<file path="config.mk">
export PLATFORM = sky130hd
export DESIGN_NAME = branch_resolve_stage
export DESIGN_NICKNAME = d
export VERILOG_FILES = /design/src/rtl/branch_resolve_stage.sv
export SDC_FILE = /design/constraint.sdc
export NUM_CORES = 1
export LEC_CHECK = 0
export CAP_MARGIN = 20
export CORE_AREA = 2 2 105 107
export CTS_CLUSTER_SIZE = 8
export DETAILED_ROUTE_END_ITERATION = 12
export DIE_AREA = 0 0 107 109
export HOLD_SLACK_MARGIN = 0.06
export PLACE_DENSITY = 0.88
export SYNTH_ARGS = -nofsm -noshare
export SYNTH_HDL_FRONTEND = slang
export SYNTH_SLANG_ARGS = --single-unit
</file>
<file path="constraint.sdc">
create_clock -name clk -period 11.01 [get_ports clk]
set_input_delay 3.303 -clock clk [delete_from_list [all_inputs] [get_ports clk]]
set_output_delay 3.303 -clock clk [all_outputs]
set_load 0.05 [all_outputs]
</file>
<file path="src/rtl/branch_resolve_stage.sv">
// ---------------------------------------------------------------------------
// branch_resolve_stage
//
// Instruction-decode stage of the 5-stage CPU, focused on control flow.
// Holds the IF/ID pipeline register. Picks forwarded branch operands using
// the ForwardBr1/ForwardBr2 selects. Resolves branches and jumps in ID and
// drives the fetch redirect. Detects the load-use case that forwarding cannot
// cover and stalls for it. Keeps a saturating count of taken redirects.
//
// Ports
//   clk, reset_n             clock, asynchronous active-low reset
//   if_valid/if_instr/       instruction presented by fetch
//   if_pc_plus1
//   stall_in                 external hold; freezes IF/ID
//   ForwardBr1/ForwardBr2    operand selects (0 rf, 1 EX, 2 EX/MEM, 3 MEM/WB)
//   rf_data1/rf_data2        register file read data for rs / rt
//   ex_/mem_/wb_fwd_data     forwarded values
//   EX_rd_wire, RegWrite_EX,
//   MemRead_EX               destination and control of the instruction in EX
//   ID_rs, ID_rt             register fields of the instruction in ID
//   id_instr/id_pc_plus1/
//   id_valid                 IF/ID register contents
//   id_bubble                insert a NOP into ID/EX this cycle
//   fetch_hold               PC and fetch must not advance
//   redirect/redirect_pc     taken branch/jump and its target
//   taken_count              saturating count of redirect cycles
//
// Transfer semantics: if_valid qualifies if_instr/if_pc_plus1 in the cycle
// it is high. There is no ready signal. Fetch must hold its PC whenever
// fetch_hold=1. A fetched instruction is captured on the edge that ends a
// cycle with fetch_hold=0 and redirect=0. On a redirect it is discarded.
// ---------------------------------------------------------------------------
module branch_resolve_stage (
    input  logic        clk,
    input  logic        reset_n,
    input  logic        if_valid,
    input  logic [15:0] if_instr,
    input  logic [15:0] if_pc_plus1,
    input  logic        stall_in,
    input  logic [1:0]  ForwardBr1,
    input  logic [1:0]  ForwardBr2,
    input  logic [15:0] rf_data1,
    input  logic [15:0] rf_data2,
    input  logic [15:0] ex_fwd_data,
    input  logic [15:0] mem_fwd_data,
    input  logic [15:0] wb_fwd_data,
    input  logic [1:0]  EX_rd_wire,
    input  logic        RegWrite_EX,
    input  logic        MemRead_EX,
    output logic [1:0]  ID_rs,
    output logic [1:0]  ID_rt,
    output logic [15:0] id_instr,
    output logic [15:0] id_pc_plus1,
    output logic        id_valid,
    output logic        id_bubble,
    output logic        fetch_hold,
    output logic        redirect,
    output logic [15:0] redirect_pc,
    output logic [15:0] taken_count
);

    localparam logic [3:0] OP_BNE = 4'd0;
    localparam logic [3:0] OP_BEQ = 4'd1;
    localparam logic [3:0] OP_BGZ = 4'd2;
    localparam logic [3:0] OP_BLZ = 4'd3;
    localparam logic [3:0] OP_JMP = 4'd9;
    localparam logic [3:0] OP_JAL = 4'd10;
    localparam logic [3:0] OP_RTY = 4'd15;
    localparam logic [5:0] FN_JPR = 6'd25;
    localparam logic [5:0] FN_JRL = 6'd26;

    logic [3:0]  opcode;
    logic [5:0]  func;
    logic        is_bne, is_beq, is_bgz, is_blz;
    logic        is_branch, is_jump_imm, is_jump_reg;
    logic [15:0] op_a, op_b;
    logic        cond_true, taken;
    logic        rs_hit, rt_hit;
    logic        hazard;
    logic [15:0] branch_target;
    logic [15:0] jump_target;

    assign opcode = id_instr[15:12];
    assign func   = id_instr[5:0];
    assign ID_rs  = id_instr[11:10];
    assign ID_rt  = id_instr[9:8];

    // Decode. The control flags are only used qualified by id_valid.
    assign is_bne      = (opcode == OP_BNE);
    assign is_beq      = (opcode == OP_BEQ);
    assign is_bgz      = (opcode == OP_BGZ);
    assign is_blz      = (opcode == OP_BLZ);
    assign is_branch   = is_bne | is_beq | is_bgz | is_blz;
    assign is_jump_imm = (opcode == OP_JMP) | (opcode == OP_JAL);
    assign is_jump_reg = (opcode == OP_RTY) & ((func == FN_JPR) | (func == FN_JRL));

    // Operand selection from register file or forwarding paths.
    always_comb begin
        op_a = rf_data1;
        case (ForwardBr1)
            2'd1:    op_a = ex_fwd_data;
            2'd2:    op_a = mem_fwd_data;
            2'd3:    op_a = wb_fwd_data;
            default: op_a = rf_data1;
        endcase
    end

    always_comb begin
        op_b = rf_data2;
        case (ForwardBr2)
            2'd1:    op_b = ex_fwd_data;
            2'd2:    op_b = mem_fwd_data;
            2'd3:    op_b = wb_fwd_data;
            default: op_b = rf_data2;
        endcase
    end

    // Branch conditions. BGZ/BLZ treat operand A as two's complement.
    always_comb begin
        cond_true = 1'b0;
        if (is_bne) cond_true = (op_a != op_b);
        if (is_beq) cond_true = (op_a == op_b);
        if (is_bgz) cond_true = ($signed(op_a) > 16'sd0);
        if (is_blz) cond_true = op_a[15];
    end

    assign taken = (is_branch & cond_true) | is_jump_imm | is_jump_reg;

    // A load in EX produces its value too late for an ID-stage compare.
    // Only BNE/BEQ read rt; BGZ/BLZ/JPR/JRL depend on rs alone.
    assign rs_hit = (ID_rs == EX_rd_wire);
    assign rt_hit = (ID_rt == EX_rd_wire) & (is_bne | is_beq);
    assign hazard = id_valid & (is_branch | is_jump_reg) &
                    RegWrite_EX & MemRead_EX & (rs_hit | rt_hit);

    // The 16-bit add wraps naturally past 16'hFFFF.
    assign branch_target = id_pc_plus1 + {{8{id_instr[7]}}, id_instr[7:0]};
    assign jump_target   = {id_pc_plus1[15:12], id_instr[11:0]};

    always_comb begin
        redirect_pc = 16'h0000;
        if (is_branch)   redirect_pc = branch_target;
        if (is_jump_imm) redirect_pc = jump_target;
        if (is_jump_reg) redirect_pc = op_a;
    end

    assign redirect   = id_valid & taken & ~hazard & ~stall_in;
    assign fetch_hold = stall_in | hazard;
    assign id_bubble  = hazard | (stall_in & id_valid);

    // IF/ID register. Priority: hold, then flush on redirect, then load.
    always_ff @(posedge clk or negedge reset_n) begin
        if (!reset_n) begin
            id_valid    <= 1'b0;
            id_instr    <= 16'h0000;
            id_pc_plus1 <= 16'h0000;
        end else if (stall_in || hazard) begin
            id_valid    <= id_valid;
        end else if (redirect) begin
            id_valid    <= 1'b0;
        end else begin
            id_valid    <= if_valid;
            id_instr    <= if_instr;
            id_pc_plus1 <= if_pc_plus1;
        end
    end

    always_ff @(posedge clk or negedge reset_n) begin
        if (!reset_n) begin
            taken_count <= 16'h0000;
        end else if (redirect && (taken_count != 16'hFFFF)) begin
            taken_count <= taken_count + 16'h0001;
        end
    end

endmodule
</file>
# [Word-level counts from Yosys, hierarchy flattened]
# Cells that the tools add are included.
[op_classes] n_addsub=2 n_mul=0 div=0 magnitude_cmp=1 eq_ne=19 shift=0 muxes=10 bitwise=26 n_reduce_logical=4
[op_table] cell="16-bit one-hot mux with 3 select lines" count=2
[op_table] cell="16-bit two-way mux" count=3
[op_table] cell="16-bit by 1-bit adder with 16-bit output, second input constant" count=1
[op_table] cell="16-bit adder" count=1
[op_table] cell="16-bit == test" count=1
[op_table] cell="16-bit by 1-bit > comparator with 1-bit output, second input constant" count=1
[op_table] cell="16-bit != test" count=1
[op_table] cell="16-bit != test, second input constant" count=1
[op_table] cell="4-bit == test, second input constant" count=3
[op_table] cell="6-bit by 5-bit == test with 1-bit output, second input constant" count=2
[op_table] cell="1-bit AND" count=11
[op_table] cell="1-bit bitwise OR" count=11
[op_table] cell="2-bit == test, second input constant" count=4
[op_table] cell="4-bit by 2-bit == test with 1-bit output, second input constant" count=2
[op_table] cell="1-bit two-way mux" count=5
[op_table] cell="2-bit by 1-bit == test with 1-bit output, second input constant" count=2
[op_table] cell="2-bit == test" count=2
[op_table] cell="4-bit by 1-bit == test with 1-bit output, second input constant" count=1
[op_table] cell="4-bit logical NOT" count=1
[op_table] cell="1-bit inverter" count=4
[op_table] cell="2-bit AND reduction" count=1
[op_table] cell="1-bit logical AND" count=1
[op_table] cell="1-bit logical OR" count=1
[totals] regBits=49 latch_bits=0 ram_bits=0 romBits=0 inputBits=124 output_inout_bits=72 mem_count=0

# [Depth between registers and ports, before layout]
# Gate-level depths: netlist of the first run.
[logic_depth] depth_word=15 depth_mapped=14

# [Worst setup path before layout of the first run]
# Ideal clock, no wire load.
[synth_path] path_kind="input -> output" start="input port ForwardBr2[0]" end="output port redirect" arrival_ps=5759 required_ps=7707 setup_slack_ps=1948 cell_stages=10 n_path_buf=2 cell_sequence="buf_6 -> buf_8 -> mux4_2 -> xnor2_1 -> nand4_1 -> nor3_1 -> a221o_2 -> a31oi_1 -> o21ai_2 -> nor2_1"
[synth_between] elab_chain_cells=13 elab_cells_between_ends=16
[synth_lines] element="from (decl)" line_no="41" source="input logic [1:0] ForwardBr2,"
[synth_lines] element="2-bit == test or 2-bit by 1-bit == test with 1-bit output (tied branches)" line_no="110" source="case (ForwardBr2)"
[synth_lines] element="16-bit one-hot mux with 3 select lines *" line_no="110"
[synth_lines] element="16-bit != test" line_no="121" source="if (is_bne) cond_true = (op_a != op_b);"
[synth_lines] element="1-bit two-way mux" line_no="121"
[synth_lines] element="1-bit two-way mux *" line_no="122" source="if (is_beq) cond_true = (op_a == op_b);"
[synth_lines] element="1-bit two-way mux *" line_no="123" source="if (is_bgz) cond_true = ($signed(op_a) > 16'sd0);"
[synth_lines] element="1-bit two-way mux *" line_no="124" source="if (is_blz) cond_true = op_a[15];"
[synth_lines] element="1-bit AND *" line_no="127" source="assign taken = (is_branch & cond_true) | is_jump_imm | is_jump_reg;"
[synth_lines] element="1-bit bitwise OR * (2 in a row)" line_no="127"
[synth_lines] element="1-bit AND * (3 in a row)" line_no="147" source="assign redirect = id_valid & taken & ~hazard & ~stall_in;"
[synth_lines] element="to (decl)" line_no="57" source="output logic redirect,"
# Every way passes the cells marked *; elsewhere a longest branch is shown, timed or not.

# [Worst setup path in the final report of the first run]
[layout_path] start="input port ForwardBr1[0]" end="output port redirect"
[layout_between] elab_chain_cells=13 elab_cells_between_ends=17
[layout_lines] element="from (decl)" line_no="40" source="input logic [1:0] ForwardBr1,"
[layout_lines] element="2-bit == test or 2-bit by 1-bit == test with 1-bit output (tied branches)" line_no="100" source="case (ForwardBr1)"
[layout_lines] element="16-bit one-hot mux with 3 select lines *" line_no="100"
[layout_lines] element="branches (longest 4 deep; another with 16-bit by 1-bit > comparator with 1-bit output)"
[layout_lines] element="1-bit two-way mux *" line_no="124"
[layout_lines] element="1-bit AND *" line_no="127"
[layout_lines] element="1-bit bitwise OR * (2 in a row)" line_no="127"
[layout_lines] element="1-bit AND * (3 in a row)" line_no="147"
# Every way passes the cells marked *.

==> results.py, run 1 <==
metrics = {
    "outcome": {
        "status": "finished clean",
    },
    "yosys": {
        "yosys.cell_count.top_type": "dfrtp_1",
        "yosysWarnings": 0,
        "ys.flop_type": "dfrtp_1",
        "ys_ff_latch": 49,
        "syn_area_um2": 4120,
        "async_reset_ff_frac": 1.00,
        "yosysSeqAreaShare": 0.298,
        "synth_area_leaders": "dfrtp_1, mux4_2, mux2_2, xnor2_1, ha_1",
        "syn_area_per_cell_um2": 11.1,
        "yosysUniqueCellTypes": 52,
        "synth_largest_area_cell": "dfrtp_1",
        "synth_top_cell_area_share": 0.298,
        "syn-instance-count": 371,
        "ys_top_cells_by_count": "dfrtp_1, xnor2_1, mux2_2",
        "synth_nets": 512,
        "synth_enable_flop_cells": 0,
    },
    "global_route": {
        "grt_overflow": 0,
        "antenna_found_initial": 0,
        "grt_util_met3": 0.0562,
        "grt_pass1_wl_um": 21500,
        "grt_pass1_vias": 4279,
        "met1_usage": 0.273,
        "grt-busiest-layer": "met2",
        "track_usage": 0.239,
        "grt_max_degree": 50,
        "grtUsageMet2": 0.419,
    },
    "placed_design": {
        "hpwl_um": 11400,
        "routabilityCongestion": 1.02,
        "dp_worst_setup_slack_ps": 626,
        "io_buffers": 195,
    },
    "detailed_routing": {
        "drc": 0,
        "postRouteAntennaNets": 0,
        "via_per_inst": 5.72,
        "drtPass1Iterations": 5,
        "routedWlPerCell_um": 19.9,
        "drt-total-wl_um": 13900,
        "dr_total_vias": 3993,
        "drtIter0Drc": 240,
    },
    "power_and_ir_drop": {
        "p_leak_nw": 2.41,
        "p_per_area_nw_per_um2": 158,
        "vdd_ir_drop_max_v": 0.0000990,
    },
    "critical_path": {
        "path_class": "primary input to output port",
        "path_common_cell": "clkdlybuf4s50_1",
        "arrival_ps": 7120,
        "cp-start-kind": "primary input",
        "critPathCaptureType": "output port",
        "critPathTopFamily": "buffers and inverters",
        "path_buf_inv": 3,
        "cp_data_required_time_ps": 7710,
        "cpPeakStageDelay_ps": 860,
        "slowest_stage": "clkdlybuf4s50_1",
        "critPathMaxFanout": 11,
        "crit_chain": "clkdlybuf4s50_1, buf_4, mux4_1, xnor2_1, nand3_1, nor3_2, a221o_2, a31oi_1, o21ai_2, nor2_1, clkdlybuf4s50_1",
    },
    "finish": {
        "nets": 698,
        "seq_area_um2": 1230,
        "area_delta_synth_final_pct": 50.9,
        "fin_util": 0.586,
        "num-fill-cells": 877,
        "antenna_cells": 0,
        "multi_input_area_um2": 2690,
        "drive_gt1_frac": 0.138,
    },
    "clock_network": {
        "cts_resized": 0,
        "ctsLongestPathBuffers": 2,
        "cts_root_buffer": "clkbuf_8",
        "cts_buffers": 5,
        "clock_sinks": 49,
        "htreeDepth": 2,
        "clk_pin_slew_worst_paths_ps": 100,
        "clk_latency_ps": 320,
        "cts_setup_buffers": 0,
        "ctsHoldBuffers": 0,
        "cts_tree": "done",
    },
    "worst_hold_path": {
        "hp-class": "flop to flop",
    },
    "sta": {
        "tightest_slew_ps": 969,
        "setup_viol": 0,
        "min_period_ps": 10420,
        "tns_ps": 0,
        "worst_slack_ps": 591,
        "finalHoldViolations": 0,
        "final.setup_skew_ps": 14.3,
        "fin_hold_ws_ps": 499,
        "maxSlewHeadroom": 0.351,
        "period_share": 0.946,
        "rsz0062_at_grt": "false",
        "slew_violations": 0,
        "fmax_mhz": 96.0,
    },
    "floorplanning": {
        "dieArea_um2": 11700,
        "start_util": 0.388,
        "std_cell_rows": 38,
        "die_y_um": 109,
        "fp.dieW_um": 107,
        "ios": 196,
        "core-area_um2": 10600,
    },
    "run": {
        "maxCapViolations": 0,
    },
}
[state kept, by name, summed over array words and instances, names as in the netlist]
register,cells
id_instr,16
taken_count,16
id_pc_plus1,16
id_valid,1
[placed cells by master (no fill, tap or decap), types with 2 or more instances in the layout]
cell type        synthesis  layout
a21o_1                   5       5
a21oi_1                 14      14
a221oi_1                 4       4
a22oi_1                  8       8
a31oi_1                  4       4
and2_1                   4       4
and3_1                   4       4
buf_4                    8       5
clkbuf_8                 0       5
clkdlybuf4s50_1          0     194
dfrtp_1                 49      49
ha_1                    16      16
inv_1                   12      12
mux2_2                  31      31
mux2i_1                  3       3
mux4_1                   7       7
mux4_2                  25      25
nand2_1                 14      14
nand3_1                 12      12
nand4_1                 12      12
nor2_1                  22      22
nor2b_1                  6       6
nor3_1                   6       6
nor4_1                   3       3
o211ai_1                 2       2
o21ai_0                 19      19
or2_2                    2       2
or4_1                    2       2
xnor2_1                 32      32
xor2_1                  13      13
[stage by stage]
step           total power, mW  instance area (µm²)  cells
5_1_grt                   1.03                 6210    698
6_report                 0.980                 6210    698
3_5_place_dp             0.866                 6120    690
2_1_floorplan            0.652                 4120    371
4_1_cts                  0.982                 6210    698
3_3_place_gp             0.850                 6120    690
[cell type report]
cell class | instances | share of cell area
multi-input combinational | 289 | 0.433
timing repair buffer | 200 | 0.319
sequential | 49 | 0.197
tap | 140 | 0.0282
clock buffer | 5 | 0.0111
inverter | 12 | 0.00725
clock inverter | 3 | 0.00403
[cells by family (layout without fill, tap and decap cells)]
logic type / Yosys count / in the layout / share of synthesized area
muxes: 66 / 66 / 0.273
AOI/OAI and AO/OA: 68 / 68 / 0.112
and+or+nand+nor: 93 / 93 / 0.117
xor gates and xnor gates: 45 / 45 / 0.0957
DFF: 49 / 49 / 0.298
adders and majority gates: 17 / 17 / 0.0535
buffers and inverters: 33 / 220 / 0.0507
[path summary, 6_finish.rpt]
check,end,slack [ps],start,depth (start not counted)
worst max-delay path,redirect,590,ForwardBr1[0],11
worst min-delay path,taken_count[8],500,taken_count[8],1
worst max register to register,taken_count[1],7990,id_instr[13],6
worst min register to register,taken_count[8],500,taken_count[8],1
max in group asynchronous,taken_count[12],7510,reset_n,2
min in group asynchronous,id_pc_plus1[10],3070,reset_n,2
[layer usage]
layer	share of wire	vias up	routed length (µm)
met5	0	-	0
met2	0.50	208	6990
met4	0.047	0	650
met3	0.079	56	1100
met1	0.37	1938	5150
li1	-	1791	-
[report_power, final]
group | internal (mW) | leakage (nW) | switching [mW]
clock | 0.0460 | 0.0447 | 0.0659
combinational | 0.251 | 1.76 | 0.367
sequential | 0.207 | 0.600 | 0.0426
Note: power is estimated with default switching activity, not from simulation.
==> inputs of run 2 (changes only) <==
Settings changed: SLEW_MARGIN set to 30.
==> results of run 2 <==
Final layout, timing and power as in run 1 (identical DEF).
==> inputs of run 3 (changes only) <==
Settings changed: GPL_ROUTABILITY_DRIVEN set to 0.
==> run 3 against run 2 <==
  * Global-route usage fell by 0.90 points
  * Power is 3.4% higher
  * Die area did not move
  * Via count is 1.5% lower
  * Largest power group unchanged
  * Clock power grew 35%
  * Setup slack better by 82 ps
  * Routed wire length fell by 3.1%
  * Core utilization increased by 0.38 points
  * Maximum frequency is 0.79% higher
==> results.py, run 3 (synthesized netlist as in run 1, its figures left out) <==
metrics = {
    "critical_path": {
        "cp_data_required_time_ps": 7710,
        "path_class": "primary input to output port",
        "cp-start-kind": "primary input",
        "critPathCaptureType": "output port",
        "critPathMaxFanout": 11,
        "arrival_ps": 7030,
    },
    "global_route": {
        "track_usage": 0.230,
        "grt_pass1_wl_um": 20700,
        "antenna_found_initial": 0,
        "grt_max_degree": 50,
        "grt_pass1_vias": 3998,
        "grt_overflow": 0,
    },
    "outcome": {
        "status": "finished clean",
    },
    "power_and_ir_drop": {
        "p_leak_nw": 2.43,
        "finalPower_mw": 1.01,
        "p_per_area_nw_per_um2": 162,
        "vdd_ir_drop_max_v": 0.0000968,
    },
    "clock_network": {
        "cts_setup_buffers": 0,
        "ctsLongestPathBuffers": 2,
        "htreeDepth": 2,
        "cts_root_buffer": "clkbuf_8",
        "clk_latency_ps": 300,
        "clock_sinks": 49,
        "clk_pin_slew_worst_paths_ps": 100,
        "cts_tree": "done",
        "cts_resized": 0,
        "ctsHoldBuffers": 0,
        "cts_buffers": 5,
    },
    "sta": {
        "maxSlewHeadroom": 0.358,
        "worst_slack_ps": 673,
        "fmax_mhz": 96.7,
        "min_period_ps": 10340,
        "finalHoldViolations": 0,
        "tightest_slew_ps": 956,
        "period_share": 0.939,
        "setup_viol": 0,
        "final.setup_skew_ps": 10.3,
        "slew_violations": 0,
        "tns_ps": 0,
        "rsz0062_at_grt": "false",
    },
    "finish": {
        "num-fill-cells": 869,
        "mostFrequentLayoutCells": "clkdlybuf4s50_1, dfrtp_1, xnor2_1, mux2_2, mux4_2",
        "area_delta_synth_final_pct": 51.8,
        "mostFrequentLayoutCell": "clkdlybuf4s50_1",
        "nets": 698,
        "fin_util": 0.590,
        "antenna_cells": 0,
        "reg_top3": "id_instr x16, id_pc_plus1 x16, taken_count x16",
        "drive_gt1_frac": 0.138,
    },
    "detailed_routing": {
        "dr_total_vias": 3932,
        "postRouteAntennaNets": 0,
        "drtIter0Drc": 238,
        "routedWlPerCell_um": 19.3,
        "via_per_inst": 5.63,
        "drtPass1Iterations": 4,
        "drc": 0,
        "drt-total-wl_um": 13500,
    },
    "floorplanning": {
        "start_util": 0.388,
        "core-area_um2": 10600,
        "dieArea_um2": 11700,
        "die_y_um": 109,
        "fp.dieW_um": 107,
        "std_cell_rows": 38,
        "ios": 196,
    },
    "placed_design": {
        "io_buffers": 195,
        "dp_worst_setup_slack_ps": 670,
        "hpwl_um": 10900,
    },
    "run": {
        "maxCapViolations": 0,
    },
    "worst_hold_path": {
        "hp-class": "flop to flop",
    },
}
[run 3: cell count changes in the layout (fill, tap and decap cells not counted)]
cell,before,now
bufinv_16,0,2
clkinv_2,0,1
clkinv_4,1,0
clkinvlp_4,1,0
inv_6,1,0
[run 3: worst max-delay path, cell delays in order]
cell	delay (ps)
clkdlybuf4s50_1	660
buf_4	300
mux4_1	650
xnor2_1	160
nand3_1	110
nor3_2	60
a221o_2	340
a31oi_1	260
o21ai_2	120
nor2_1	200
clkdlybuf4s50_1	850
[run 3: stage by stage]
step                      cell area (µm²)  cells  hold slack (ps)
after floorplan                      4120    371              795
after global placement               6120    690              479
after detailed placement             6120    690              480
after CTS                            6250    698              500
after global routing                 6250    698              516
final                                6250    698              496
[run 3: final cells by class]
type                    count  area (µm²)  share of cell area
flip-flops and latches     49        1230               0.196
multi-input cells         289        2690               0.430
repair buffers            200        1980               0.317
well taps                 140         175              0.0280
inverters                  12        45.0             0.00720
clock inverters             3        65.1              0.0104
clock buffers               5        68.8              0.0110
[run 3: power by group]
group          switching, mW  total (mW)  internal (mW)
Sequential            0.0426       0.250          0.207
Clock                 0.0609       0.151         0.0903
Combinational          0.361       0.612          0.250
[run 3: worst paths after layout]
check                          startpoint              end  slack [ps]  depth (start not counted)
max in group asynchronous         reset_n  taken_count[14]        7490                          2
setup / recovery            ForwardBr1[0]         redirect         670                         11
hold / removal             taken_count[8]   taken_count[8]         500                          1
min in group asynchronous         reset_n  id_pc_plus1[10]        3080                          2
hold reg to reg            taken_count[8]   taken_count[8]         500                          1
setup reg to reg              id_instr[5]   taken_count[1]        7930                          6
[run 3: layer usage]
| layer | track usage | up-vias | routed length [µm] |
|---|---|---|---|
| met5 | 0 | - | 0 |
| met4 | 0.0826 | 0 | 431 |
| met3 | 0.0496 | 34 | 1030 |
| met2 | 0.396 | 198 | 6760 |
| met1 | 0.285 | 1908 | 5240 |
| li1 | - | 1792 | - |
